<file path="src/rtl/cmd_decoder.sv">
// DDR4 command decoder with per-bank row/column/burst tracking; decode is combinational, bank state registers on clk.
// Define DDR3_EN for DDR3 pin decoding (explicit ras_n/cas_n/we_n, act_n ignored, 011 = ACT).
module cmd_decoder #(
  parameter int ADDRWIDTH     = 17,
  parameter int COLWIDTH      = 10,
  parameter int BGWIDTH       = 2,
  parameter int BANKGROUPS    = 2**BGWIDTH,
  parameter int BAWIDTH       = 2,
  parameter int BANKSPERGROUP = 2**BAWIDTH,
  parameter int BL            = 8
) (
  input  logic                 clk,
  input  logic                 rst,
  input  logic                 cke,
  input  logic                 cs_n,
  input  logic                 act_n,
  input  logic [BGWIDTH-1:0]   bg,
  input  logic [BAWIDTH-1:0]   ba,
  input  logic [ADDRWIDTH-1:0] A,
`ifdef DDR3_EN
  input  logic                 ras_n,
  input  logic                 cas_n,
  input  logic                 we_n,
`endif
  output logic [ADDRWIDTH-1:0] RowId   [BANKGROUPS][BANKSPERGROUP],
  output logic [COLWIDTH-1:0]  ColId   [BANKGROUPS][BANKSPERGROUP],
  output logic                 rd_o_wr [BANKGROUPS][BANKSPERGROUP],
  output logic [18:0]          commands
);

  localparam int C_DES = 0,  C_NOP = 1,  C_ACT = 2,  C_RD = 3,   C_RDA = 4;
  localparam int C_WR = 5,   C_WRA = 6,  C_PRE = 7,  C_PREA = 8, C_REF = 9;
  localparam int C_SRE = 10, C_SRX = 11, C_PDE = 12, C_PDX = 13, C_MRS = 14;
  localparam int C_ZQCL = 15, C_ZQCS = 16, C_RFU = 17, C_ILLEGAL = 18;

  localparam int CNTW = (BL > 1) ? $clog2(BL) : 1;
  localparam logic [COLWIDTH-1:0] BL_MASK = COLWIDTH'(BL - 1);

  logic cke_prev;
  logic sr_flag;
  logic ACT, RD, WR, PR;
  logic Burst [BANKGROUPS][BANKSPERGROUP];
  logic [CNTW-1:0] cnt [BANKGROUPS][BANKSPERGROUP];

  logic [2:0] rcw;
  logic       act_cmd;
  logic       pat_qual;
  logic       des_pat, nop_pat, ref_pat;

`ifdef DDR3_EN
  assign rcw      = {ras_n, cas_n, we_n};
  assign act_cmd  = !cs_n && (rcw == 3'b011);
  assign pat_qual = 1'b1;
`else
  assign rcw      = A[16:14];
  assign act_cmd  = !cs_n && !act_n;
  assign pat_qual = act_n;
`endif

  assign des_pat = cs_n;
  assign nop_pat = !cs_n && pat_qual && (rcw == 3'b111);
  assign ref_pat = !cs_n && pat_qual && (rcw == 3'b001);

  always_comb begin
    commands = '0;
    case ({cke_prev, cke})
      2'b11: begin
        if (cs_n) commands[C_DES] = 1'b1;
        else if (act_cmd) commands[C_ACT] = 1'b1;
        else begin
          case (rcw)
            3'b000:  commands[C_MRS] = 1'b1;
            3'b001:  commands[C_REF] = 1'b1;
            3'b010:  commands[A[10] ? C_PREA : C_PRE] = 1'b1;
            3'b011:  commands[C_RFU] = 1'b1;
            3'b100:  commands[A[10] ? C_WRA : C_WR] = 1'b1;
            3'b101:  commands[A[10] ? C_RDA : C_RD] = 1'b1;
            3'b110:  commands[A[10] ? C_ZQCL : C_ZQCS] = 1'b1;
            default: commands[C_NOP] = 1'b1;
          endcase
        end
      end
      2'b10: begin
        if (ref_pat) commands[C_SRE] = 1'b1;
        else if (des_pat || nop_pat) commands[C_PDE] = 1'b1;
        else commands[C_ILLEGAL] = 1'b1;
      end
      2'b01: begin
        if (des_pat || nop_pat) commands[sr_flag ? C_SRX : C_PDX] = 1'b1;
        else commands[C_ILLEGAL] = 1'b1;
      end
      default: commands = '0;
    endcase
  end

  assign ACT = commands[C_ACT];
  assign RD  = commands[C_RD] | commands[C_RDA];
  assign WR  = commands[C_WR] | commands[C_WRA];
  assign PR  = commands[C_PRE] | commands[C_PREA];

  always_ff @(posedge clk) begin
    if (rst) begin
      cke_prev <= 1'b1;
      sr_flag  <= 1'b0;
    end else begin
      cke_prev <= cke;
      if (commands[C_SRE]) sr_flag <= 1'b1;
      else if (commands[C_SRX]) sr_flag <= 1'b0;
    end
  end

  // A new RD/WR to a bank wins over precharge and burst advance for that bank.
  always_ff @(posedge clk) begin
    for (int g = 0; g < BANKGROUPS; g++) begin
      for (int b = 0; b < BANKSPERGROUP; b++) begin
        if (rst) begin
          RowId[g][b]   <= '0;
          ColId[g][b]   <= '0;
          rd_o_wr[g][b] <= 1'b0;
          Burst[g][b]   <= 1'b0;
          cnt[g][b]     <= '0;
        end else begin
          if (ACT && bg == BGWIDTH'(g) && ba == BAWIDTH'(b))
            RowId[g][b] <= A;
          if ((RD || WR) && bg == BGWIDTH'(g) && ba == BAWIDTH'(b)) begin
            ColId[g][b]   <= A[COLWIDTH-1:0];
            Burst[g][b]   <= 1'b1;
            rd_o_wr[g][b] <= WR;
            cnt[g][b]     <= '0;
          end else if (commands[C_PREA] ||
                       (commands[C_PRE] && bg == BGWIDTH'(g) && ba == BAWIDTH'(b))) begin
            Burst[g][b]   <= 1'b0;
            rd_o_wr[g][b] <= 1'b0;
          end else if (Burst[g][b]) begin
            if (cnt[g][b] < CNTW'(BL - 1)) begin
              cnt[g][b]   <= cnt[g][b] + 1'b1;
              ColId[g][b] <= (ColId[g][b] & ~BL_MASK) | ((ColId[g][b] + 1'b1) & BL_MASK);
            end else begin
              Burst[g][b] <= 1'b0;
            end
          end
        end
      end
    end
  end

endmodule

</file>
<file path="config.mk">
export PLATFORM = sky130hd
export DESIGN_NAME = cmd_decoder
export DESIGN_NICKNAME = d
export VERILOG_FILES = /design/src/rtl/cmd_decoder.sv
export SDC_FILE = /design/constraint.sdc
export NUM_CORES = 1
export LEC_CHECK = 0
export CORE_MARGIN = 8
export CORE_UTILIZATION = 52
export CTS_BUF_LIST = sky130_fd_sc_hd__clkbuf_8
export CTS_CLUSTER_SIZE = 14
export DETAILED_ROUTE_END_ITERATION = 12
export PLACE_DENSITY = 0.83
export SKIP_CTS_REPAIR_TIMING = 1
export SYNTH_ARGS = -nofsm -noshare
export SYNTH_HDL_FRONTEND = slang
export SYNTH_SLANG_ARGS = --single-unit
</file>
<file path="constraint.sdc">
create_clock -name clk -period 2.4 [get_ports clk]
set_clock_uncertainty 0.05 [all_clocks]
set_input_delay 0.36 -clock clk [delete_from_list [all_inputs] [get_ports clk]]
set_output_delay 0.36 -clock clk [all_outputs]
set_load 0.005 [all_outputs]
</file>
==> flow_metrics.tcl <==
set metrics [dict create \
    status "finished, final reports clean" \
    fillerInstances 2673 \
    worstMarginPinSlew_ns 0.752 \
    route.detailed.drc 0 \
    hpwl_um 56700 \
    routed_wl_um 81900 \
    drt_iter0_drc 2465 \
    synth_ff_type "dfxtp_1" \
    netlist.area_leader.share 0.437 \
    route.met2.wl_um 38400 \
    place_congestion 0.894 \
    drv_slew 0 \
    wl_per_cell_um 22.1 \
    clockRootBuffer "clkbuf_8" \
    rows 73 \
    via_per_inst 5.81 \
    ys_async_sr_fraction 0 \
    ys_seq_elements 514 \
    htreeDepth 3 \
    hold_path_class "in -> reg" \
    syn_inst 2506 \
    antenna_found_initial 1 \
    layout_common_cells "nand2_1, clkdlybuf4s50_1, dfxtp_1" \
    r2r-start "cke_prev$_SDFF_PP1_" \
    power_density_mw_per_mm2 610 \
    period_share 0.998 \
    final-instance-count-excl-fill 3705 \
    postPlaceCellArea_mm2 0.0276 \
    numCtsBuffers 82 \
    ys_types 69 \
    ys_seq_area_frac 0.530 \
    multi_input_area_mm2 0.00886 \
    critPathLaunchType "flop" \
    cts.clk_slew.worst_paths_ns 0.06 \
    min_period_ns 2.40 \
    vdd_ir_drop_max_mv 0.611 \
    maxCapViolCount 0 \
    avgSynthCellArea_um2 8.22 \
    crit_top_cell "buf_4" \
    fmax_ghz 0.417 \
    cts_tree "built" \
    max_slew_margin 0.499 \
    die-height_um 215 \
    rrSetupSlack_ns 0.14 \
    dr.pass1.iters 6 \
    min_to "ColId[62]$_SDFFE_PP0P_" \
    worstPathMaxFanout 5 \
    grt_use_total 0.333 \
    synthesis.area_mm2 0.0206 \
    crit_arrival_ns 1.99 \
    regArea_mm2 0.0109 \
    overflow 0 \
    area_growth_pct 43.2 \
    die_w_um 215 \
    clockBufferDepth 3 \
    cp_num_buf_inv 3 \
    finalSetupTns_ns 0 \
    synth-edff-count 64 \
    final_common_cell "nand2_1" \
    regToRegEndpoint "ColId[102]$_SDFFE_PP0P_" \
    port-buffer-count 492 \
    antenna_left 0 \
    clock_latency_ns 0.63 \
    critPathKind "reg -> out" \
    worstHoldStart "rst" \
    core_area_mm2 0.0395 \
    worst_r2r_path_depth 11 \
    grt_pass1_vias 21300 \
    final_cell_area_mm2 0.0295 \
    worstHoldPathCells 2 \
    worstPathCellList "ha_4 > buf_4 > nand4bb_4 > buf_4 > nor3_1 > dlymetal6s2s_1" \
    io_pins 493 \
    yosysWarnings 0 \
    crit_slowest_cell "dfxtp_2" \
    fin_nets 3175 \
    num_vias 21500 \
    crit_family "buffers and inverters" \
    critPathRequiredTime_ns 1.99 \
    die_area_mm2 0.0463 \
    wl_met3_um 9510 \
    initial_core_util 0.522 \
    leakagePower_uw 0.0108 \
    grt_pass1_wl_um 122000 \
    syn_nets 2567 \
    cts_sinks 514 \
    drive_above_1_share 0.132 \
    dp_cells 3548 \
    max_stage_delay_ns 0.37 \
    rsz0062_at_grt "true" \
    top_layer_used "met4" \
    yosysTopAreaCell "dfxtp_1" \
    wl_met1_um 28600 \
    synth_area_leaders "dfxtp_1, nand2_1, a21oi_1" \
    hold_viol 0 \
    final-setup-viol-count 0 \
    worstSetupEndpointType "output port" \
    grt_max_degree 88 \
]
[logic make-up (layout without fill, tap and decap cells)]
group	after synthesis	after routing	synth area share
XOR/XNOR	32	32	0.0136
other	0	1	0
multiplexers	14	14	0.00680
AND/OR/NAND/NOR	1168	1168	0.243
adder cells (fa/ha/maj)	35	35	0.0212
flip-flops	514	514	0.530
AO/OA/AOI/OAI	518	518	0.140
buffers and inverters	225	898	0.0443
[power by group]
part | internal [uW] | switching (uW)
Clock | 4340 | 3590
Sequential | 8820 | 99.2
Combinational | 428 | 726
Total | 13600 | 4420
[stage by stage]
stage | setup WS (ns) | hold slack (ns) | power [uW] | utilization
floorplan | 0.257 | 0.403 | 9620 | -
global placement | -0.292 | 0.391 | 10100 | 0.699
detailed placement | -0.356 | 0.397 | 10200 | 0.699
CTS | -0.495 | 0.00721 | 18000 | 0.743
global route | -0.107 | 0.0446 | 18500 | 0.748
finish | 0.00382 | 0.0458 | 18000 | 0.748
[state kept, by name, indices dropped and copies added, names as in the netlist]
name / flops
ColId: 160
cke_prev: 1
cnt: 48
Burst: 16
rd_o_wr: 16
RowId: 272
sr_flag: 1
[how the worst max path moves through the flow]
stage          cells past startpoint                start                      end  slack [ns]
6_report                           6  cke_prev$_SDFF_PP1_             commands[14]       0.004
2_1_floorplan                      6                  cke  cnt[3][0]$_SDFFCE_PN0P_        0.26
3_5_place_dp                       9                  cke   RowId[32]$_SDFFE_PP0P_       -0.36
3_3_place_gp                       9                  cke   RowId[56]$_SDFFE_PP0P_       -0.29
5_1_grt                            6  cke_prev$_SDFF_PP1_             commands[14]       -0.11
4_1_cts                            5  cke_prev$_SDFF_PP1_              commands[5]       -0.50
[per-layer routing]
layer	vias to the layer above	global-route usage
met1	10100	0.377
li1	9618	-
met5	-	0
met4	0	0.210
met3	363	0.101
met2	1476	0.546
[Yosys cell counts (all sizes together), types with 4 or more instances]
master and instances:
nand2 836, dfxtp 450, a21oi 404, clkbuf 154, nor2 125, edfxtp 64, nand3 54, buf 46
a211oi 36, ha 35, nor3 28, xnor2 26, inv 25, o21ai 23, nor4 17, and2 16
mux2i 14, nand4 13, and3 12, nand2b 11, o211ai 9, or3 9, a31oi 7, nor4b 7
o311ai 7, nand4bb 6, o2111ai 6, or4 6, xor2 6, nor3b 5, o221ai 5, a22oi 4
nor2b 4
[layout make-up]
cell class              count  share of cell area
diodes                      1           0.0000848
clock buffers             103              0.0480
clock inverters            46              0.0113
inverters                  25             0.00318
multi-input cells        1767               0.300
flip-flops and latches    514               0.370
well taps                 525              0.0223
repair buffers            724               0.245
Note: power is estimated with default switching activity, not from simulation.
